[config.mk]
export PLATFORM = sky130hd
export DESIGN_NAME = pipelined_chunk_adder
export DESIGN_NICKNAME = d
export VERILOG_FILES = /design/src/rtl/adder_pkg.sv /design/src/rtl/chunk_add_stage.sv /design/src/rtl/pipelined_chunk_adder.sv
export SDC_FILE = /design/constraint.sdc
export NUM_CORES = 1
export LEC_CHECK = 0
export ABC_AREA = 1
export CAP_MARGIN = 30
export CELL_PAD_IN_SITES_DETAIL_PLACEMENT = 0
export CELL_PAD_IN_SITES_GLOBAL_PLACEMENT = 1
export CORE_MARGIN = 1
export CORE_UTILIZATION = 40
export DETAILED_ROUTE_END_ITERATION = 7
export GPL_TIMING_DRIVEN = 0
export PLACE_DENSITY = 0.9
export SKIP_LAST_GASP = 1
export SLEW_MARGIN = 20
export SYNTH_ARGS = -nofsm -noshare
export SYNTH_HDL_FRONTEND = slang
export SYNTH_SLANG_ARGS = --single-unit
[constraint.sdc]
create_clock -name clk -period 5.3 [get_ports clk]
set_input_delay 1.59 -clock clk [delete_from_list [all_inputs] [get_ports clk]]
set_output_delay 1.59 -clock clk [all_outputs]
set_load 0.005 [all_outputs]
[src/rtl/adder_pkg.sv]
// rtl/adder_pkg.sv - default geometry and stage-count helper for the chunked adder
package adder_pkg;

    localparam int DEF_WIDTH = 8;
    localparam int DEF_CHUNK = 4;

    function automatic int nstg(input int w, input int c);
        return w / c;
    endfunction

endpackage

[src/rtl/chunk_add_stage.sv]
// rtl/chunk_add_stage.sv - combinational CHUNK-bit ripple of full adders, one per pipeline stage
module full_adder (
    input  logic a,
    input  logic b,
    input  logic ci,
    output logic s,
    output logic co
);
    assign s  = a ^ b ^ ci;
    assign co = (a & b) | (ci & (a ^ b));
endmodule

module chunk_add_stage
    import adder_pkg::*;
#(
    parameter int CHUNK = DEF_CHUNK
) (
    input  logic [CHUNK-1:0] a,
    input  logic [CHUNK-1:0] b,
    input  logic             cin,
    output logic [CHUNK-1:0] s,
    output logic             cout
);
    logic [CHUNK:0] w_c;

    assign w_c[0] = cin;
    assign cout   = w_c[CHUNK];

    for (genvar i = 0; i < CHUNK; i++) begin : g_fa
        full_adder u_fa (
            .a  (a[i]),
            .b  (b[i]),
            .ci (w_c[i]),
            .s  (s[i]),
            .co (w_c[i+1])
        );
    end
endmodule

[src/rtl/pipelined_chunk_adder.sv]
// rtl/pipelined_chunk_adder.sv - pipelined add/sub, one CHUNK slice per stage; OVF_FLAG_EN adds signed overflow output V
module pipelined_chunk_adder
    import adder_pkg::*;
#(
    parameter int WIDTH = DEF_WIDTH,
    parameter int CHUNK = DEF_CHUNK
) (
    input  logic             clk,
    input  logic             rst,
    input  logic             in_valid,
    output logic             in_ready,
    input  logic [WIDTH-1:0] A,
    input  logic [WIDTH-1:0] B,
    input  logic             Sub,
    output logic             out_valid,
    input  logic             out_ready,
    output logic [WIDTH-1:0] Sum,
`ifdef OVF_FLAG_EN
    output logic             V,
`endif
    output logic             Cout
);
    localparam int NSTG = nstg(WIDTH, CHUNK);

    if (WIDTH % CHUNK != 0) begin : g_bad_cfg
        $error("pipelined_chunk_adder: WIDTH must be a multiple of CHUNK");
    end

    logic             w_adv;
    logic [WIDTH-1:0] w_a_in [NSTG];
    logic [WIDTH-1:0] w_b_in [NSTG];
    logic [WIDTH-1:0] w_s_in [NSTG];
    logic [WIDTH-1:0] w_s_nx [NSTG];
    logic             w_c_in [NSTG];
    logic             w_c_nx [NSTG];
    logic             w_vld_in [NSTG];

    logic [WIDTH-1:0] r_a [NSTG];
    logic [WIDTH-1:0] r_b [NSTG];
    logic [WIDTH-1:0] r_s [NSTG];
    logic             r_c [NSTG];
    logic             r_vld [NSTG];

    // Global stall: every stage moves together or nothing moves.
    assign w_adv     = !r_vld[NSTG-1] | out_ready;
    assign in_ready  = w_adv;
    assign out_valid = r_vld[NSTG-1];
    assign Sum       = r_s[NSTG-1];
    assign Cout      = r_c[NSTG-1];

    for (genvar k = 0; k < NSTG; k++) begin : g_stg
        logic [CHUNK-1:0] w_slice;

        if (k == 0) begin : g_first
            assign w_a_in[0]   = A;
            assign w_b_in[0]   = Sub ? ~B : B;
            assign w_c_in[0]   = Sub;
            assign w_s_in[0]   = '0;
            assign w_vld_in[0] = in_valid;
        end else begin : g_next
            assign w_a_in[k]   = r_a[k-1];
            assign w_b_in[k]   = r_b[k-1];
            assign w_c_in[k]   = r_c[k-1];
            assign w_s_in[k]   = r_s[k-1];
            assign w_vld_in[k] = r_vld[k-1];
        end

        chunk_add_stage #(.CHUNK(CHUNK)) u_add (
            .a    (w_a_in[k][k*CHUNK +: CHUNK]),
            .b    (w_b_in[k][k*CHUNK +: CHUNK]),
            .cin  (w_c_in[k]),
            .s    (w_slice),
            .cout (w_c_nx[k])
        );

        // Bits at and above slice k are still zero in the partial sum, so OR merges.
        assign w_s_nx[k] = w_s_in[k] | (WIDTH'(w_slice) << (k*CHUNK));
    end

    always_ff @(posedge clk) begin
        if (rst) begin
            for (int k = 0; k < NSTG; k++) begin
                r_vld[k] <= 1'b0;
                r_a[k]   <= '0;
                r_b[k]   <= '0;
                r_s[k]   <= '0;
                r_c[k]   <= 1'b0;
            end
        end else if (w_adv) begin
            for (int k = 0; k < NSTG; k++) begin
                r_vld[k] <= w_vld_in[k];
                r_a[k]   <= w_a_in[k];
                r_b[k]   <= w_b_in[k];
                r_s[k]   <= w_s_nx[k];
                r_c[k]   <= w_c_nx[k];
            end
        end
    end

`ifdef OVF_FLAG_EN
    logic r_v;
    logic w_v_nx;

    assign w_v_nx = (w_a_in[NSTG-1][WIDTH-1] == w_b_in[NSTG-1][WIDTH-1]) &
                    (w_s_nx[NSTG-1][WIDTH-1] != w_a_in[NSTG-1][WIDTH-1]);
    assign V      = r_v;

    always_ff @(posedge clk) begin
        if (rst) begin
            r_v <= 1'b0;
        end else if (w_adv) begin
            r_v <= w_v_nx;
        end
    end
`endif

    logic w_unused;
    assign w_unused = ^{r_a[NSTG-1], r_b[NSTG-1]};

endmodule

==> results.json, run 1 <==
{
  "hold_depth": 2,
  "grt_max_degree": 17,
  "violations": "design-rule violations",
  "finalPower_mw": 0.414,
  "finalCritPeriodShare_pct": 80.5,
  "area_growth_pct": 30.5,
  "crit_type": "input port to primary output",
  "hold_buffers": 0,
  "fp.coreArea_um2": 2850,
  "timing.rr.end": "r_s[0][15]$_SDFFCE_PN0P_",
  "gp_congestion": 0.695,
  "setup_viol": 0,
  "clkLatencyLatePin_ns": 0.30,
  "post-cts-setup-buffers": 0,
  "io_buffer_count": 30,
  "worstHoldStart": "r_s[0][0]$_SDFFCE_PN0P_",
  "cts_tree": "yes",
  "max_cap_violations": 0,
  "max_stage_delay_ns": 0.51,
  "ios": 32,
  "first_pass_iters": 8,
  "min_to": "r_s[0][8]$_SDFFCE_PN0P_",
  "multi_input_area_um2": 334,
  "clock_skew_ns": 0.00257,
  "syn_avg_cell_area_um2": 11.8,
  "critical_path.top_delay_family": "buffers and inverters",
  "die_y_um": 57.8,
  "die_w_um": 57.8,
  "fmax_mhz": 234,
  "r2r_cells": 8,
  "clockRootBuffer": "clkbuf_4",
  "fillCellCount": 251,
  "hold_class": "flip-flop to flip-flop",
  "rrSetupSlack_ns": 2.98,
  "initial_core_util_pct": 43.7,
  "layout.nets": 170,
  "crit_top_cell": "clkdlybuf4s50_1",
  "arrival_ns": 2.68,
  "ys_ff_latch": 24,
  "dp_hpwl_um": 1380,
  "antenna_found_initial": 0,
  "cts_buffers": 3,
  "cellLeakagePower_nw": 0.716,
  "crit_path_max_fanout": 2,
  "finalSetupTns_ns": 0,
  "cts_sinks": 24,
  "startpoint_type": "input port",
  "row_count": 19,
  "outcome": "finished with violations",
  "finalMaxSlewViolations": 0,
  "cp_cell_sequence": "clkdlybuf4s50_1 > inv_1 > nand2_2 > clkdlybuf4s50_1",
  "routed_wirelength_um": 1770,
  "num_vias": 750,
  "dr.first_iter.drc_count": 7,
  "grt_pass1_wl_um": 3020,
  "max-vdd-ir-drop_mv": 0.0999,
  "ys_seq_area_share_pct": 57.8,
  "synth_fp_nets": 134,
  "grt_setup_unrepaired": "false",
  "diodes": 0,
  "yosys_warnings": 0,
  "cts_max_level": 1,
  "antenna_left": 0,
  "synthDistinctLibCells": 14,
  "post_cts_resized": 0,
  "seq_area_um2": 721,
  "grt_pass1_vias": 751,
  "synth_area_um2": 1250,
  "p_per_area_nw_per_um2": 254,
  "dieArea_um2": 3340,
  "required_ns": 3.71,
  "wire_per_inst_um": 10.3,
  "end_kind": "primary output",
  "drive_gt1_share_pct": 12.8,
  "slew_headroom_pct": 68.0,
  "r2r_start": "r_a[0][4]$_SDFFCE_PN0P_",
  "drt_drc_violations_left": 1,
  "clk_pin_slew_worst_paths_ns": 0.12,
  "period_needed_ns": 4.27,
  "path_buf_inv": 3,
  "grt_use_total_pct": 12.4,
  "hold_viol_final": 0,
  "cts_buffer_depth": 2,
  "syn-instance-count": 106,
  "viasPerCell": 4.36,
  "worst_pin_slew_ns": 0.479,
  "critPathSlowestCell": "clkdlybuf4s50_1",
  "overflow": 0
}
-- state kept, by name, indices dropped and copies added, names as in the netlist --
name   count
r_vld      2
r_s       12
r_a        4
r_b        4
r_c        2
-- layout by cell type, fill, tap and decap left out, drive strengths merged --
cell type,Yosys,layout
buf,11,12
clkbuf,0,3
clkdlybuf4s50,0,30
clkinv,0,1
edfxtp,24,24
fa,7,7
inv,27,27
nand2,3,3
nand3,1,1
nor2,24,24
o21ai,1,1
xnor2,7,7
xor2,1,1
-- kinds of logic (layout without fill, tap and decap cells) --
group,count (synthesis),count (layout),synth area share (%)
buffers and inverters,38,73,15.4
AO/OA/AOI/OAI,1,1,0.401
XOR/XNOR,8,8,5.62
AND/OR/NAND/NOR,28,28,9.54
adder cells (fa/ha/maj),7,7,11.2
flip-flops,24,24,57.8
-- through the flow --
| stage | hold WS, ns | utilization, % | cells | instance area (um2) | setup slack [ns] |
|---|---|---|---|---|---|
| global placement | 0.527 | 55.6 | 167 | 1590 | 1.04 |
| CTS | 0.564 | 57.0 | 172 | 1630 | 1.03 |
| detailed placement | 0.534 | 56.1 | 168 | 1600 | 1.04 |
| floorplan | 0.519 | - | 106 | 1250 | 1.86 |
| global route | 0.597 | 57.0 | 172 | 1630 | 0.973 |
| finish | 0.560 | 57.0 | 172 | 1630 | 1.03 |
-- where the power goes --
| group | internal, mW | switching (mW) | total [mW] |
|---|---|---|---|
| Clock | 0.0275 | 0.0506 | 0.0781 |
| Combinational | 0.0588 | 0.0367 | 0.0955 |
| Sequential | 0.234 | 0.00674 | 0.240 |
-- cell type report --
class,count,area share [%]
Multi-Input combinational cell,44,20.5
Tap cell,31,2.38
Sequential cell,24,44.3
Clock buffer,3,1.38
Timing Repair Buffer,31,19.4
Buffer,11,5.54
Clock inverter,1,0.231
Inverter,27,6.23
-- worst max path at each step --
stage	start	to	slack, ns	cells after the start
floorplan	Sub	r_s[0][3]$_SDFFCE_PN0P_	1.86	8
global placement	out_ready	in_ready	1.04	4
detailed placement	out_ready	in_ready	1.04	4
CTS	out_ready	in_ready	1.03	4
global route	out_ready	in_ready	0.97	4
finish	out_ready	in_ready	1.03	4
-- tightest hold or removal path, stage by stage (launching register included) --
cell and delay [ns]:
edfxtp_1 0.34, inv_1 0.04, nor2_1 0.08
-- layer usage --
| metal | track usage [%] | wire, um |
|---|---|---|
| met3 | 2.01 | 66 |
| met2 | 23.3 | 974 |
| met5 | 0 | 0 |
| met4 | 8.16 | 41 |
| met1 | 12.4 | 689 |
-- cells in the mapped netlist, drive strengths merged --
cell,number,area share [%]
inv,27,8.1
edfxtp,24,58
nor2,24,7.4
buf,11,7.2
fa,7,11
xnor2,7,4.9
nand2,3,1.7
nand3,1,0.40
o21ai,1,0.40
xor2,1,0.70
Power figures use the tool's default switching activity.
==> inputs of run 2 (changes only) <==
--- a/config.mk
+++ b/config.mk
@@ -10,10 +10,10 @@
 export CELL_PAD_IN_SITES_DETAIL_PLACEMENT = 0
 export CELL_PAD_IN_SITES_GLOBAL_PLACEMENT = 1
 export CORE_MARGIN = 1
-export CORE_UTILIZATION = 40
+export CORE_UTILIZATION = 37
 export DETAILED_ROUTE_END_ITERATION = 7
 export GPL_TIMING_DRIVEN = 0
-export PLACE_DENSITY = 0.9
+export PLACE_DENSITY = 0.85
 export SKIP_LAST_GASP = 1
 export SLEW_MARGIN = 20
 export SYNTH_ARGS = -nofsm -noshare
==> constraint.sdc (replaced) <==
create_clock -name clk -period 3.96 [get_ports clk]
set_input_delay 1.188 -clock clk [delete_from_list [all_inputs] [get_ports clk]]
set_output_delay 1.188 -clock clk [all_outputs]
set_load 0.005 [all_outputs]
==> results.json, run 2 (same netlist as run 1, synthesis figures left out) <==
{
  "clk_pin_slew_worst_paths_ns": 0.12,
  "critical_path.top_delay_family": "buffers and inverters",
  "max_cap_violations": 0,
  "crit_top_cell": "clkdlybuf4s50_1",
  "row_count": 20,
  "cts_buffer_depth": 2,
  "num_vias": 747,
  "finalMaxSlewViolations": 0,
  "crit_path_start": "out_ready",
  "hold_buffers": 0,
  "arrival_ns": 2.28,
  "first_pass_iters": 4,
  "viasPerCell": 4.06,
  "grt_max_degree": 16,
  "cellLeakagePower_nw": 0.714,
  "place_area_um2": 1620,
  "timing.rr.end": "r_s[0][15]$_SDFFCE_PN0P_",
  "ios": 32,
  "critPathSlowestCell": "clkdlybuf4s50_1",
  "startpoint_type": "input port",
  "clkLatencyLatePin_ns": 0.30,
  "setup_viol": 0,
  "grt_use_total_pct": 11.4,
  "drt_drc_violations_left": 0,
  "cp_cell_sequence": "clkdlybuf4s50_1 > inv_1 > nand2_2 > clkdlybuf4s50_1",
  "outcome": "finished clean",
  "fmax_mhz": 288,
  "period_needed_ns": 3.47,
  "p_per_area_nw_per_um2": 335,
  "r2r_start": "r_a[0][4]$_SDFFCE_PN0P_",
  "antenna_found_initial": 0,
  "path_buf_inv": 3,
  "layout.nets": 170,
  "cts_tree": "yes",
  "stdcell_area_um2": 1640,
  "end_kind": "primary output",
  "largest_reg_flops": 12,
  "gp_congestion": 0.704,
  "hold_class": "flip-flop to flip-flop",
  "post-cts-setup-buffers": 0,
  "clock_skew_ns": 0.00257,
  "diodes": 0,
  "largest_register": "r_s",
  "grt_pass1_vias": 728,
  "die_y_um": 60.0,
  "mostFrequentLayoutCells": "clkdlybuf4s50_1, inv_1, edfxtp_1, nor2_1, buf_4",
  "layout_commonest_cell": "clkdlybuf4s50_1",
  "grt_pass1_wl_um": 3010,
  "die_w_um": 60.0,
  "wire_per_inst_um": 9.80,
  "worst_pin_slew_ns": 0.513,
  "dieArea_um2": 3600,
  "r2r_cells": 8,
  "fp.coreArea_um2": 3130,
  "rrSetupSlack_ns": 1.69,
  "cts_max_level": 1,
  "antenna_left": 0,
  "finalCritPeriodShare_pct": 87.6,
  "drive_gt1_share_pct": 12.9,
  "area_growth_pct": 31.5,
  "dr.first_iter.drc_count": 11,
  "crit_path_max_fanout": 2,
  "dp_hpwl_um": 1410,
  "slew_headroom_pct": 65.7,
  "crit_type": "input port to primary output",
  "io_buffer_count": 30,
  "hold_viol_final": 0,
  "max-vdd-ir-drop_mv": 0.108,
  "cts_sinks": 24,
  "cp_num_cells": 4,
  "largest_registers": "r_s (12), r_a (4), r_b (4)",
  "max_stage_delay_ns": 0.51,
  "routed_wirelength_um": 1800,
  "overflow": 0,
  "initial_core_util_pct": 39.8,
  "required_ns": 2.77,
  "clockRootBuffer": "clkbuf_4",
  "grt_setup_unrepaired": "false",
  "post_cts_resized": 0,
  "finalSetupTns_ns": 0,
  "cp-endpoint": "in_ready",
  "cts_buffers": 3
}
-- run 2: changes by cell type in the layout (fill, tap and decap cells not counted) --
cell	before	now
clkinv_1	1	0
-- run 2: routing by layer --
metal / routed length (um) / GRT usage (%)
met3: 49 / 1.30
met5: 0 / 0
met1: 732 / 13.1
met2: 996 / 21.0
met4: 25 / 4.98
-- run 2: area by class of cell --
class	count	area, um2
Multi-Input combinational cell	44	334
Inverter	27	101
Tap cell	44	55.1
Sequential cell	24	721
Buffer	11	90.1
Clock buffer	3	22.5
Timing Repair Buffer	31	315
Fill cell	271	1490
-- run 2: worst min path at each step --
stage                                   start                   endpoint  slack [ns]  cells after the start
floorplan           r_vld[0][0]$_SDFFCE_PN0P_  r_vld[0][1]$_SDFFCE_PN0P_        0.52                      2
global placement      r_s[0][1]$_SDFFCE_PN0P_    r_s[0][9]$_SDFFCE_PN0P_        0.53                      2
detailed placement    r_s[0][3]$_SDFFCE_PN0P_   r_s[0][11]$_SDFFCE_PN0P_        0.53                      2
CTS                   r_s[0][3]$_SDFFCE_PN0P_   r_s[0][11]$_SDFFCE_PN0P_        0.57                      2
global route        r_vld[0][0]$_SDFFCE_PN0P_  r_vld[0][1]$_SDFFCE_PN0P_        0.62                      2
finish                r_s[0][3]$_SDFFCE_PN0P_   r_s[0][11]$_SDFFCE_PN0P_        0.56                      2
-- run 2: stage by stage --
stage | util, % | setup slack (ns) | hold WS, ns | power (mW) | std cells
after floorplan | - | 0.921 | 0.519 | 0.397 | 106
after detailed placement | 51.7 | 0.478 | 0.535 | 0.457 | 181
final | 52.4 | 0.490 | 0.563 | 0.550 | 184
after CTS | 52.4 | 0.482 | 0.565 | 0.555 | 184
after global routing | 52.4 | 0.422 | 0.616 | 0.583 | 184
after global placement | 51.2 | 0.501 | 0.526 | 0.450 | 180
-- run 2: where the power goes --
part / internal, mW / total (mW) / switching [mW]
registers: 0.312 / 0.321 / 0.00865
clock network: 0.0354 / 0.101 / 0.0661
logic: 0.0780 / 0.127 / 0.0490
total: 0.426 / 0.550 / 0.124
-- run 2: worst register-to-register path, cell delays in order, from the launching register on --
cell and delay (ns):
edfxtp_1 0.39, inv_1 0.09, fa_1 0.17, inv_1 0.06, fa_1 0.44, fa_1 0.42, inv_1 0.09, fa_1 0.38
nor2_1 0.10
==> inputs of run 3 (changes only) <==
--- a/config.mk
+++ b/config.mk
@@ -12,7 +12,6 @@
 export CORE_MARGIN = 1
 export CORE_UTILIZATION = 37
 export DETAILED_ROUTE_END_ITERATION = 7
-export GPL_TIMING_DRIVEN = 0
 export PLACE_DENSITY = 0.85
 export SKIP_LAST_GASP = 1
 export SLEW_MARGIN = 20
==> results.json, run 3 (same netlist as run 1, synthesis figures left out) <==
{
  "outcome": "finished clean",
  "row_count": 20,
  "mostFrequentLayoutCells": "clkdlybuf4s50_1, inv_1, edfxtp_1, nor2_1",
  "wire_per_inst_um": 9.61,
  "cts_sinks": 24,
  "dp_hpwl_um": 1290,
  "critPathSlowestCell": "clkdlybuf4s50_1",
  "clkLatencyLatePin_ns": 0.31,
  "die_w_um": 60.0,
  "critical_path.top_delay_family": "buffers and inverters",
  "finalMaxSlewViolations": 0,
  "die_y_um": 60.0,
  "io_buffer_count": 31,
  "layout.nets": 161,
  "post-cts-setup-buffers": 0,
  "initial_core_util_pct": 39.8,
  "max_cap_violations": 0,
  "clockRootBuffer": "clkbuf_4",
  "worst_pin_slew_ns": 0.305,
  "period_needed_ns": 3.47,
  "drive_gt1_share_pct": 6.06,
  "area_growth_pct": 25.4,
  "clock_skew_ns": 0.00201,
  "slew_headroom_pct": 79.7,
  "cellLeakagePower_nw": 0.663,
  "r2r_cells": 8,
  "fp.coreArea_um2": 3130,
  "drt_drc_violations_left": 0,
  "grt_use_total_pct": 11.3,
  "hold_viol_final": 0,
  "crit_path_max_fanout": 2,
  "antenna_left": 0,
  "r2r_start": "r_a[0][4]$_SDFFCE_PN0P_",
  "antenna_found_initial": 0,
  "largest_reg_flops": 12,
  "largest_register": "r_s",
  "cts_buffers": 3,
  "first_pass_iters": 4,
  "grt_pass1_vias": 729,
  "finalSetupTns_ns": 0,
  "p_per_area_nw_per_um2": 341,
  "end_kind": "primary output",
  "gp_congestion": 0.637,
  "timing.rr.end": "r_s[0][15]$_SDFFCE_PN0P_",
  "cts_max_level": 1,
  "largest_registers": "r_s (12), r_a (4), r_b (4)",
  "dr.first_iter.drc_count": 19,
  "startpoint_type": "input port",
  "crit_type": "input port to primary output",
  "overflow": 0,
  "worstHoldStart": "r_s[0][3]$_SDFFCE_PN0P_",
  "dieArea_um2": 3600,
  "fmax_mhz": 288,
  "rrSetupSlack_ns": 1.68,
  "ios": 32,
  "max_stage_delay_ns": 0.51,
  "min_to": "r_s[0][11]$_SDFFCE_PN0P_",
  "routed_wirelength_um": 1690,
  "setup_viol": 0,
  "max-vdd-ir-drop_mv": 0.131,
  "grt_max_degree": 25,
  "cts_tree": "yes",
  "grt_pass1_wl_um": 2980,
  "grt_setup_unrepaired": "false",
  "finalCritPeriodShare_pct": 87.5,
  "num_vias": 708,
  "diodes": 0,
  "post_cts_resized": 0,
  "cts_buffer_depth": 2,
  "crit_top_cell": "clkdlybuf4s50_1",
  "final_cells": 176,
  "arrival_ns": 2.28,
  "required_ns": 2.77,
  "clk_pin_slew_worst_paths_ns": 0.12,
  "hold_depth": 2,
  "path_buf_inv": 3,
  "hold_class": "flip-flop to flip-flop",
  "hold_buffers": 0,
  "dpl.cell_count": 172,
  "layout_commonest_cell": "clkdlybuf4s50_1",
  "cp_cell_sequence": "clkdlybuf4s50_1 > inv_1 > nand2_2 > clkdlybuf4s50_1",
  "viasPerCell": 4.02
}
-- run 3: changes by cell type in the layout (fill, tap and decap cells not counted) --
| cell | change |
|---|---|
| buf_8 | -1 |
| clkdlybuf4s50_1 | +1 |
| clkinv_1 | +1 |
| buf_4 | -7 |
| buf_6 | -2 |
-- run 3: area by class of cell --
cell class              count  area, um2
well taps                  44       55.1
fillers                   279       1570
repair buffers             33        325
clock buffers               3       22.5
clock inverters             1       3.75
inverters                  27        101
multi-input cells          44        334
flip-flops and latches     24        721
-- run 3: worst max path at each step --
stage,start,end,slack [ns],cells after the start
global placement,out_ready,in_ready,0.50,4
detailed placement,out_ready,in_ready,0.49,4
floorplan,Sub,r_s[0][3]$_SDFFCE_PN0P_,0.92,8
finish,out_ready,in_ready,0.49,4
global route,out_ready,in_ready,0.44,4
CTS,out_ready,in_ready,0.49,4
-- run 3: report_power, final --
group | switching [mW] | internal (mW) | total, mW
clock network | 0.0681 | 0.0368 | 0.105
registers | 0.00839 | 0.312 | 0.321
logic | 0.0450 | 0.0630 | 0.108
total | 0.121 | 0.412 | 0.534
-- run 3: worst register-to-register path, cell delays in order, from the launching register on --
cell and delay, ns:
edfxtp_1 0.38, inv_1 0.09, fa_1 0.17, inv_1 0.06
fa_1 0.44, fa_1 0.42, inv_1 0.09, fa_1 0.38
nor2_1 0.10
-- run 3: routing by layer --
layer	track usage (%)	routed length (um)	vias to the layer above
met5	0	0	-
met4	5.98	47	0
met3	1.30	44	4
met2	20.2	895	20
met1	13.2	704	325
li1	-	-	359
-- run 3: per-stage QoR --
stage | area [um2] | utilization [%] | power (mW) | worst slack, ns | hold slack, ns
after floorplan | 1250 | - | 0.397 | 0.921 | 0.519
after global placement | 1540 | 49.1 | 0.432 | 0.503 | 0.525
after detailed placement | 1540 | 49.1 | 0.437 | 0.494 | 0.531
after CTS | 1560 | 50.0 | 0.540 | 0.486 | 0.562
after global routing | 1560 | 50.0 | 0.572 | 0.440 | 0.598
final | 1560 | 50.0 | 0.534 | 0.493 | 0.559
